## config.mk

```make
export PLATFORM = sky130hd
export DESIGN_NAME = rst_sequencer
export DESIGN_NICKNAME = d
export VERILOG_FILES = /design/src/rtl/rst_sequencer.sv
export SDC_FILE = /design/constraint.sdc
export NUM_CORES = 1
export LEC_CHECK = 0
export ABC_AREA = 1
export CORE_UTILIZATION = 58
export CTS_BUF_LIST = sky130_fd_sc_hd__clkbuf_16
export CTS_CLUSTER_DIAMETER = 30
export DETAILED_ROUTE_END_ITERATION = 16
export PLACE_DENSITY = 0.83
export SYNTH_ARGS = -nofsm -noshare
export SYNTH_HDL_FRONTEND = slang
export SYNTH_SLANG_ARGS = --single-unit
export TNS_END_PERCENT = 20
```

## constraint.sdc

```tcl
create_clock -name Clk -period 2.6 [get_ports Clk]
set_clock_uncertainty 0.2 [all_clocks]
set_input_delay 0.26 -clock Clk [delete_from_list [all_inputs] [get_ports Clk]]
set_output_delay 0.26 -clock Clk [all_outputs]
set_load 0.01 [all_outputs]
```

## src/rtl/rst_sequencer.sv

```systemverilog
// Reset sequencer: async-assert / sync-deassert of the board reset, followed by a
// Lock-qualified hold stretch, with software- and lock-loss re-entry into reset.
module rst_sequencer #(
   parameter int unsigned SYNC_STAGES = 2,
   parameter int unsigned HOLD_CYCLES = 8
) (
   input  logic       Clk,
   input  logic       Rst_l,
   input  logic       Lock,
   input  logic       Sw_Rst_Req,
   output logic       Rst_Out_l,
   output logic       Rst_Done,
   output logic [1:0] State,
   output logic [7:0] Sw_Rst_Count
);

   typedef enum logic [1:0] {
      ST_RESET  = 2'b00,
      ST_HOLD   = 2'b01,
      ST_RUN    = 2'b10,
      ST_UNUSED = 2'b11
   } state_t;

   localparam logic [7:0] HOLD_LAST = 8'(HOLD_CYCLES - 1);

   state_t                 state_q, state_d;
   logic [SYNC_STAGES-1:0] sync_q;
   logic                   synced;
   logic [7:0]             cnt_q, cnt_d;
   logic                   sw_accept;

   // Plain shift chain: nothing may sit between the synchronizer flops.
   always_ff @(posedge Clk or negedge Rst_l) begin
      if (!Rst_l) sync_q <= '0;
      else        sync_q <= {sync_q[SYNC_STAGES-2:0], 1'b1};
   end

   assign synced = sync_q[SYNC_STAGES-1];

   always_ff @(posedge Clk or negedge Rst_l) begin
      if (!Rst_l) begin
         state_q      <= ST_RESET;
         cnt_q        <= '0;
         Rst_Out_l    <= 1'b0;
         Rst_Done     <= 1'b0;
         Sw_Rst_Count <= '0;
      end else begin
         state_q   <= state_d;
         cnt_q     <= cnt_d;
         Rst_Out_l <= (state_d == ST_RUN);
         Rst_Done  <= (state_d == ST_RUN) && (state_q != ST_RUN);
         if (sw_accept && (Sw_Rst_Count != '1))
            Sw_Rst_Count <= Sw_Rst_Count + 8'd1;
      end
   end

   always_comb begin
      state_d   = state_q;
      cnt_d     = cnt_q;
      sw_accept = 1'b0;
      case (state_q)
         ST_RESET: begin
            if (synced) begin
               state_d = ST_HOLD;
               cnt_d   = '0;
            end
         end
         ST_HOLD: begin
            // A software request restarts the stretch regardless of Lock.
            if (Sw_Rst_Req || !Lock)     cnt_d   = '0;
            else if (cnt_q == HOLD_LAST) state_d = ST_RUN;
            else                         cnt_d   = cnt_q + 8'd1;
         end
         ST_RUN: begin
            if (Sw_Rst_Req || !Lock) begin
               state_d   = ST_HOLD;
               cnt_d     = '0;
               sw_accept = Sw_Rst_Req;
            end
         end
         default: begin
            state_d = ST_RESET;
            cnt_d   = '0;
         end
      endcase
   end

   always_comb begin
      State = state_q;
   end

endmodule

```

Word-level counts from Yosys, hierarchy flattened
Index checks and enable logic that the tools add are counted.
{"block": "word_totals", "register_bits": 22, "ram_bits": 0, "rom_bits": 0, "latch_bits": 0, "n_memories": 0, "word_cells": 35}
{"block": "classes", "order_cmp": 0, "muxes": 12, "reduce_logical": 6, "n_shift": 0, "bitwise": 0, "eq_ne": 9, "addsub": 2, "n_mul": 0, "div_mod_pow": 0}
{"op": "$mux 8", "count": 4}
{"op": "$pmux 8 s3", "count": 1}
{"op": "$add 8x1->8 const B", "count": 2}
{"op": "$eq 8x3->1 const B", "count": 1}
{"op": "$mux 2", "count": 4}
{"op": "$ne 8x8->1 const B", "count": 1}
{"op": "$ne 2x2->1 const B", "count": 3}
{"op": "$pmux 2 s3", "count": 1}
{"op": "$eq 2x2->1 const B", "count": 2}
{"op": "$ne 3x3->1 const B", "count": 1}
{"op": "$reduce_and 3->1", "count": 1}
{"op": "$eq 2x1->1 const B", "count": 1}
{"op": "$logic_and 1x1->1", "count": 2}
{"op": "$logic_not 2->1", "count": 1}
{"op": "$mux 1", "count": 2}
{"op": "$logic_not 1->1", "count": 1}
{"op": "$logic_or 1x1->1", "count": 1}

Logic depth before layout (Yosys ltp)
{"block": "depth", "depth_word": 6, "ltp_mapped": 8, "depth_no_buf": 8}

Least setup slack after synthesis
Ideal clock, no wire load.
{"block": "synth_timing", "path_type": "reg-to-reg", "from": "register Sw_Rst_Count[0]", "to": "register Sw_Rst_Count[0]", "path_stages_with_launch": 9, "t_arrival_ps": 1262, "path_slack_ps": 1073, "setup_time_ps": 65, "cell_sequence": "dfrtp_1 -> ha_1 -> nand2_1 -> inv_1 -> nand2_2 -> nor2_1 -> nor2_2 -> nand2_1 -> nand2_1"}
{"block": "synth_via", "elab_chain_cells": 2, "word_cells_on_any_way": 3}
{"item": "start: declaration", "line": "14", "text": "output logic [7:0] Sw_Rst_Count"}
{"item": "start signal: assignment", "line": "53", "text": "Sw_Rst_Count <= Sw_Rst_Count + 8'd1;"}
{"item": "branches (longest 2 deep; another with $add 8x1->8)"}
Parallel ways; which one is timed is not known.
A chain may end at the register's enable or synchronous reset.

Final worst setup path
{"block": "layout_timing", "from": "register Sw_Rst_Count[0]", "to": "output Sw_Rst_Count[0]"}
No word-level cell between the ends.

==> results.yml <==
run_status:
  status: "completed"
grt:
  grt_pass1_wl_mm: 4.35
  grt_overflow: 0
  grtUsageTotal: 0.246
  antenna_found_initial: 0
  grt_pass1_vias: 1075
  grt_max_degree: 23
setup_path:
  critPathSlowestCell: "clkdlybuf4s50_1"
  r2r_slack_ns: 0.88
  crit_type: "reg2out"
  endpoint_kind: "output pin"
  path_cells: "clkdlybuf4s50_1"
  max_stage_delay_ns: 0.59
  cpLargestDelayFamily: "buffers and inverters"
  critical_path_buf_inv_count: 1
  arrival_ns: 1.29
  critPathRequiredTime_ns: 2.14
  crit_fanout: 6
  critPathLaunchType: "register"
sta:
  setup_violations: 0
  rsz0062_at_grt: "no"
  setup_ws_ns: 0.855
  fin_crit_sh: 0.671
  fin_tns_setup_ns: 0
  slew_violations: 0
  fin_crit_ns: 1.75
  hold_violations: 0
  fmax_ghz: 0.573
drt:
  ant_nets: 0
  firstDrtPassIters: 4
  viasPerCell: 5.30
  wire_per_inst_um: 11.6
  drt-total-wl_mm: 2.55
  drt_iter0_drc: 35
  vias: 1161
  drc: 0
synthesis:
  synth_area_mm2: 0.00125
  synthMuxAreaShare: 0
  ys_seq_area_frac: 0.440
  synth.distinct_cells: 22
  synthSimpleGateAreaFrac: 0.426
  syn_area_per_cell_um2: 7.19
  synth_nets: 180
  synth-xor-area-share: 0.0210
  synth_top_family_by_area: "simple AND/OR/NAND/NOR gates"
  yosysWarnings: 0
  synthCells: 174
  synth_seq_cells: 22
  synth_adder_area_share: 0.0200
  synth_compound_area_frac: 0.0330
floorplan:
  dieWidth_um: 48.4
  start_util: 0.625
  die_y_um: 48.4
  dieArea_mm2: 0.00235
  core_area_mm2: 0.00200
  io-pin-count: 16
  rows: 16
finish:
  layout_common_cells: "nand2_1 (77), dfrtp_1 (22), nor2_1 (19)"
  area_growth_pct: 20.4
  fin_nets: 200
  diodes: 0
  drive_gt1_frac: 0.0573
  final_common_cell: "nand2_1"
power:
  ir_drop_uv: 319
  power.density_mw_per_mm2: 453
  p_leak_uw: 0.000759
clock_tree:
  insertion_delay_ns: 0.25
  clock_sinks: 22
  cts_made_buffers: 3
  cts_resized: 0
  cts_tree: "yes"
  htreeDepth: 1
  clock_path_buffers: 2
  postCtsSetupRepairBufs: 0
  ctsHoldBuffers: 0
  clockRootBuffer: "clkbuf_16"
  clk_pin_slew_worst_paths_ns: 0.05
place:
  place.gp.congestion: 0.873
  portBuffers: 15
  hpwl_mm: 1.89
  pre_cts_slack_ns: 0.830
hold_path:
  min_path_type: "in2async"
job:
  drv_cap: 0
==> metal layers <==
| layer | up-vias | track usage | wire [um] |
|---|---|---|---|
| met5 | - | 0 | 0 |
| met4 | 0 | 0.127 | 40 |
| met3 | 4 | 0.0314 | 108 |
| met2 | 35 | 0.415 | 1230 |
| met1 | 540 | 0.308 | 1170 |
| li1 | 582 | - | - |
==> worst register-to-register path: stages (launching register included) <==
cell     delay, ns
dfrtp_1       0.44
ha_1          0.27
nand2_1       0.08
inv_1         0.06
nand2_2       0.10
nor2_1        0.06
nor2_2        0.27
nand2_1       0.10
nand2_1       0.08
==> final timing paths <==
path | start | end | cells past startpoint
worst max-delay path | Sw_Rst_Count[0]$_DFFE_PN0P_ | Sw_Rst_Count[0] | 1
worst min-delay path | Rst_l | cnt_q[7]$_DFFE_PN0P_ | 2
worst max register to register | Sw_Rst_Count[0]$_DFFE_PN0P_ | Sw_Rst_Count[2]$_DFFE_PN0P_ | 8
worst min register to register | sync_q[0]$_DFF_PN0_ | sync_q[1]$_DFF_PN0_ | 0
max in group asynchronous | Rst_l | Sw_Rst_Count[1]$_DFFE_PN0P_ | 2
min in group Clk | sync_q[0]$_DFF_PN0_ | sync_q[1]$_DFF_PN0_ | 0
==> Yosys cell counts <==
cell type	count	area [um^2]
a21oi_1	1	5.00
buf_6	1	11.3
conb_1	1	3.75
dfrtp_1	22	551
ha_1	2	25.0
inv_1	15	56.3
inv_2	1	3.75
nand2_1	77	289
nand2_2	1	6.26
nand2_4	1	11.3
nand3_1	11	55.1
nand3b_1	3	22.5
nand4_1	7	43.8
nor2_1	19	71.3
nor2_2	2	12.5
nor2_4	1	11.3
nor3_1	2	10.0
o21ai_0	2	10.0
o21bai_1	1	7.51
o21bai_4	1	18.8
xnor2_1	1	8.76
xor2_1	2	17.5
==> stage by stage <==
stage	hold slack (ns)	utilization	cell area, um^2	total power [uW]	instances
floorplan	-0.236	-	1250	362	174
global placement	0.146	0.715	1430	377	216
detailed placement	0.143	0.715	1430	378	216
CTS	0.155	0.753	1510	685	219
global route	0.167	0.753	1510	702	219
finish	0.152	0.753	1510	682	219
==> sequential cells by signal, indices dropped and copies added (netlist names) <==
signal / flops
Rst_Done: 1
sync_q: 2
Sw_Rst_Count: 8
State: 2
Rst_Out_l: 1
cnt_q: 8
==> cell type report <==
type / instances / area [um^2]
Fill cell: 162 / 495
Sequential cell: 22 / 551
Tap cell: 27 / 33.8
Clock buffer: 3 / 75.1
Multi-Input combinational cell: 135 / 629
Inverter: 16 / 60.1
Timing Repair Buffer: 16 / 158
==> power by group <==
part | switching (uW) | internal (uW)
logic | 14.0 | 8.45
clock network | 108 | 203
registers | 3.18 | 346
total | 125 | 557
==> kinds of logic after synthesis <==
family	count (synthesis)
adder cells (fa/ha/maj)	2
AO/OA/AOI/OAI	5
buffers and inverters	17
other	1
flip-flops	22
XOR/XNOR	3
AND/OR/NAND/NOR	124
Power figures use the tool's default switching activity.
==> RTL change 1: new RTL, same settings <==
Reset style: synchronous (`Rst_l`), changed in 2 clocked blocks. Comments in the files are not updated.
--- a/src/rtl/rst_sequencer.sv
+++ b/src/rtl/rst_sequencer.sv
@@ -31,5 +31,5 @@
 
    // Plain shift chain: nothing may sit between the synchronizer flops.
-   always_ff @(posedge Clk or negedge Rst_l) begin
+   always_ff @(posedge Clk) begin
       if (!Rst_l) sync_q <= '0;
       else        sync_q <= {sync_q[SYNC_STAGES-2:0], 1'b1};
@@ -38,5 +38,5 @@
    assign synced = sync_q[SYNC_STAGES-1];
 
-   always_ff @(posedge Clk or negedge Rst_l) begin
+   always_ff @(posedge Clk) begin
       if (!Rst_l) begin
          state_q      <= ST_RESET;
Behaviour: differs if Rst_l is asserted again (counterexample within 4 cycles, from zero or initial values and one cycle with Rst_l low); with Rst_l held inactive, the same outputs for 10 cycles.
==> RTL change 1 against the unedited design <==
Combinational power grew 85%; cell area fell by 8.6%; sequential cell count unchanged; setup slack improved by 14 ps; die area down 8.7%; routed wire length is 9.3% lower; total power up 4.0%; synthesized area fell by 9.1%; critical path depth rose by 7; critical endpoint is now Sw_Rst_Count[1].
==> RTL change 1: results (changes against the unedited design) <==
synth_top_area_cell: "dfxtp_1"  # was dfrtp_1
path_max_fanout: 9  # was 6
diodes: 0  # unchanged
nets: 180  # was 200
n_fill_cell: 135  # was 162
grt_pass1_vias: 899  # was 1075
yosys-top-cells-area: "dfxtp_1, nand2_1, a21oi_1"  # was dfrtp_1, nand2_1, nor2_1
synthTopCellsByCount: "nand2_1, dfxtp_1, inv_1, a21oi_1, nor2_1"  # was nand2_1, dfrtp_1, nor2_1, inv_1, nand3_1
worstHoldPathType: "register to register"  # was input pin to async pin
yosysWarnings: 0  # unchanged
path_delay_family: "simple AND/OR/NAND/NOR gates"  # was buffers and inverters
peakVddDrop_v: 0.000412  # was 0.000319 V
drt_first_iter_violations: 32  # was 35
critPathMaxStageDelay_ps: 420  # was 590 ps
yosysUniqueCellTypes: 28  # was 22
viasPerCell: 5.30  # about the same
wirelength_microns: 2310  # was 2550 microns
synth_fp_nets: 163  # was 180
grt_pass1_wl_microns: 3850  # was 4350 microns
cpMaxStageDelayCell: "dfxtp_1"  # was clkdlybuf4s50_1
worst_pin_slew_ps: 516
async_flop_share_pct: 0  # was 100%
arrival_ps: 1680  # was 1290 ps
first_pass_iters: 4  # unchanged
status: "finished, final reports clean"  # unchanged
synthFlopType: "dfxtp_1"  # was dfrtp_1
yosysTopAreaCellShare_pct: 38.7  # was 44.0%
p_leak_nw: 0.559  # was 0.759 nW
grt_max_degree: 15  # was 23
seq_area_frac_synth_pct: 38.7  # was 44.0%
core_region_area_sq_mm: 0.00178  # was 0.00200 sq mm
drive_gt1_share_pct: 11.0  # was 5.73%
gp_congestion: 0.849  # was 0.873
hpwlAfterDp_microns: 1640  # was 1890 microns
RTL change 1: where the power goes:
group | internal, W | total, W | leakage, nW | switching [W]
combinational | 0.0000145 | 0.0000415 | 0.342 | 0.0000269
sequential | 0.000341 | 0.000344 | 0.178 | 0.00000250
clock | 0.000205 | 0.000324 | 0.0385 | 0.000119
RTL change 1: cell families (layout without fill, tap and decap cells):
kind of cell	after synthesis	count (layout)	share of synthesized area (%)
adders and majority gates	2	2	2.20
DFF	22	22	38.7
xor gates and xnor gates	4	4	3.08
buffers and inverters	21	37	7.70
and+or+nand+nor	87	87	37.8
AOI/OAI and AO/OA	21	21	10.5
RTL change 1: routing by layer:
metal  part of all wire, %  global-route usage [%]
met5                     0                       0
met2                    46                    38.6
met4                   1.3                    10.6
met3                   5.0                    3.92
met1                    48                    34.9
RTL change 1: worst paths after layout:
path	cells past startpoint	end	start	slack, ps
max	8	Sw_Rst_Count[1]	Sw_Rst_Count[0]	870
min	2	sync_q[1]	sync_q[0]	210
max reg2reg	8	Sw_Rst_Count[1]	Sw_Rst_Count[0]	870
min reg2reg	2	sync_q[1]	sync_q[0]	210
RTL change 1: final cells by class:
type | count | area (sq um) | area share (%)
Timing Repair Buffer | 15 | 150 | 10.9
Tap cell | 25 | 31.3 | 2.27
Clock inverter | 1 | 3.75 | 0.272
Sequential cell | 22 | 440 | 32.0
Multi-Input combinational cell | 114 | 609 | 44.2
Clock buffer | 3 | 75.1 | 5.45
Inverter | 18 | 67.6 | 4.90
RTL change 1: worst min-delay path, stage by stage (launching register included):
cell	delay, ps
dfxtp_1	300
nand2_1	50
inv_1	40
RTL change 1: per-stage QoR:
step	instance area (sq um)	power [W]	setup slack, ps	util [%]	cells
6_report	1380	0.000709	869	77.3	198
5_1_grt	1380	0.000728	718	77.3	198
4_1_cts	1380	0.000714	873	77.3	198
3_5_place_dp	1300	0.000393	677	72.8	194
3_3_place_gp	1300	0.000391	755	72.8	194
2_1_floorplan	1140	0.000378	1030	-	157
==> RTL change 2: new RTL, same flow settings <==
Made on the original files. Change the parameter `HOLD_CYCLES` from 8 to 7.
--- a/src/rtl/rst_sequencer.sv
+++ b/src/rtl/rst_sequencer.sv
@@ -3,5 +3,5 @@
 module rst_sequencer #(
    parameter int unsigned SYNC_STAGES = 2,
-   parameter int unsigned HOLD_CYCLES = 8
+   parameter int unsigned HOLD_CYCLES = 7
 ) (
    input  logic       Clk,
Check against the original RTL: no difference found for any inputs over 10 cycles, from zero or initial values and one cycle with Rst_l low; that may be too few to reach the edited logic, so the function may still have changed.
==> RTL change 2 against the unedited design <==
Cell area is 1.8% higher; sequential cell count stayed put; routed wire length is 13% higher; utilization is 1.4 points higher; synthesized area is 1.6% higher; critical path type is now register to register; via count is 4.0% higher; setup slack worse by 8.3 ps.
Power is not compared: it rests on default switching activity, and its combinational part moved more than twofold at a synthesized area within 25%.
==> RTL change 2: results (changes against the unedited design) <==
peakVddDrop_v: 0.000492
synth_fp_nets: 185  # was 180
fmax_mhz: 570  # was 573 MHz
wirelength_microns: 2880  # was 2550 microns
viasPerCell: 5.39  # was 5.30
cts_buffers: 3  # unchanged
synthFlopType: "dfrtp_1"  # unchanged
drive_gt1_share_pct: 6.09  # was 5.73%
hold_ws_ps: 154  # was 152 ps
gp_congestion: 0.970  # was 0.873
cts_root_buf: "clkbuf_16"  # unchanged
dr_wl_met3_microns: 195  # was 108 microns
synth.area.mux_share_pct: 0  # unchanged
synthTopCellsByCount: "nand2_1, dfrtp_1, nor2_1, inv_1, nand3_1"  # unchanged
grtUsageTotal_pct: 29.6  # was 24.6%
seq_area_frac_synth_pct: 43.3  # was 44.0%
antenna_found_initial: 0  # unchanged
avgSynthCellArea_sq_um: 7.14  # was 7.19 sq um
synthAdderAreaFrac_pct: 2.95  # was 2.00%
cpMaxStageDelayCell: "dfrtp_1"  # was clkdlybuf4s50_1
dr_wl_met2_microns: 1390  # was 1230 microns
max_cap_violations: 0  # unchanged
worstRegToRegCells: 8  # unchanged
n_fill_cell: 147  # was 162
nets: 205  # was 200
grtUsageMet3_pct: 6.54  # was 3.14%
arrival_ps: 1750  # was 1290 ps
preCtsSetupSlack_ps: 817  # was 830 ps
endpoint_kind: "register"  # was primary output
clock_latency_ps: 250  # about the same
grt_pass1_vias: 1224  # was 1075
dpl_cell_area_sq_mm: 0.00146  # was 0.00143 sq mm
path_delay_family: "simple AND/OR/NAND/NOR gates"  # was buffers and inverters
hpwlAfterDp_microns: 2050  # was 1890 microns
met1_length_microns: 1230  # was 1170 microns
drt_first_iter_violations: 40  # was 35
io_buffers: 15  # unchanged
critPathMaxStageDelay_ps: 440  # was 590 ps
rrSetupSlack_ps: 850  # was 880 ps
grt_use_met1_pct: 36.4  # was 30.8%
cts_setup_buffers: 0  # unchanged
path_max_fanout: 8  # was 6
status: "finished, final reports clean"  # unchanged
grt_pass1_wl_microns: 5290  # was 4350 microns
synth_compound_area_share_pct: 3.84  # was 3.30%
post_drt_wl_per_cell_microns: 12.9  # was 11.6 microns
r2r_end: "Sw_Rst_Count[3]"  # was Sw_Rst_Count[2]
yosys-top-cells-area: "dfrtp_1, nand2_1, nor2_1"  # unchanged
grt_util_met2_pct: 51.6  # was 41.5%
clockBufferDepth: 2  # unchanged
synth-xor-area-share_pct: 2.07  # was 2.10%
grt_max_degree: 23  # unchanged
dpl.cell_count: 220  # was 216
-- RTL change 2: cell types whose count changed after synthesis, moves of 2 or more --
| cell | unedited run | this run |
|---|---|---|
| nand2_2 | 1 | 3 |
| nor2_1 | 19 | 22 |
| nand4_1 | 7 | 5 |
| inv_1 | 15 | 17 |
-- RTL change 2: layout make-up --
| type | instances | area (sq um) | share of cell area [%] |
|---|---|---|---|
| clock inverter | 1 | 3.75 | 0.245 |
| timing repair buffer | 16 | 158 | 10.3 |
| multi-input combinational | 138 | 649 | 42.3 |
| sequential | 22 | 551 | 35.9 |
| clock buffer | 3 | 75.1 | 4.89 |
| tap | 27 | 33.8 | 2.20 |
| inverter | 17 | 63.8 | 4.16 |
-- RTL change 2: cells by family (layout without fill, tap and decap cells) --
group                    Yosys count  count (layout)
AND/OR/NAND/NOR                  125             125
flip-flops                        22              22
buffers and inverters             18              37
AO/OA/AOI/OAI                      6               6
adder cells (fa/ha/maj)            3               3
XOR/XNOR                           3               3
other                              1               1
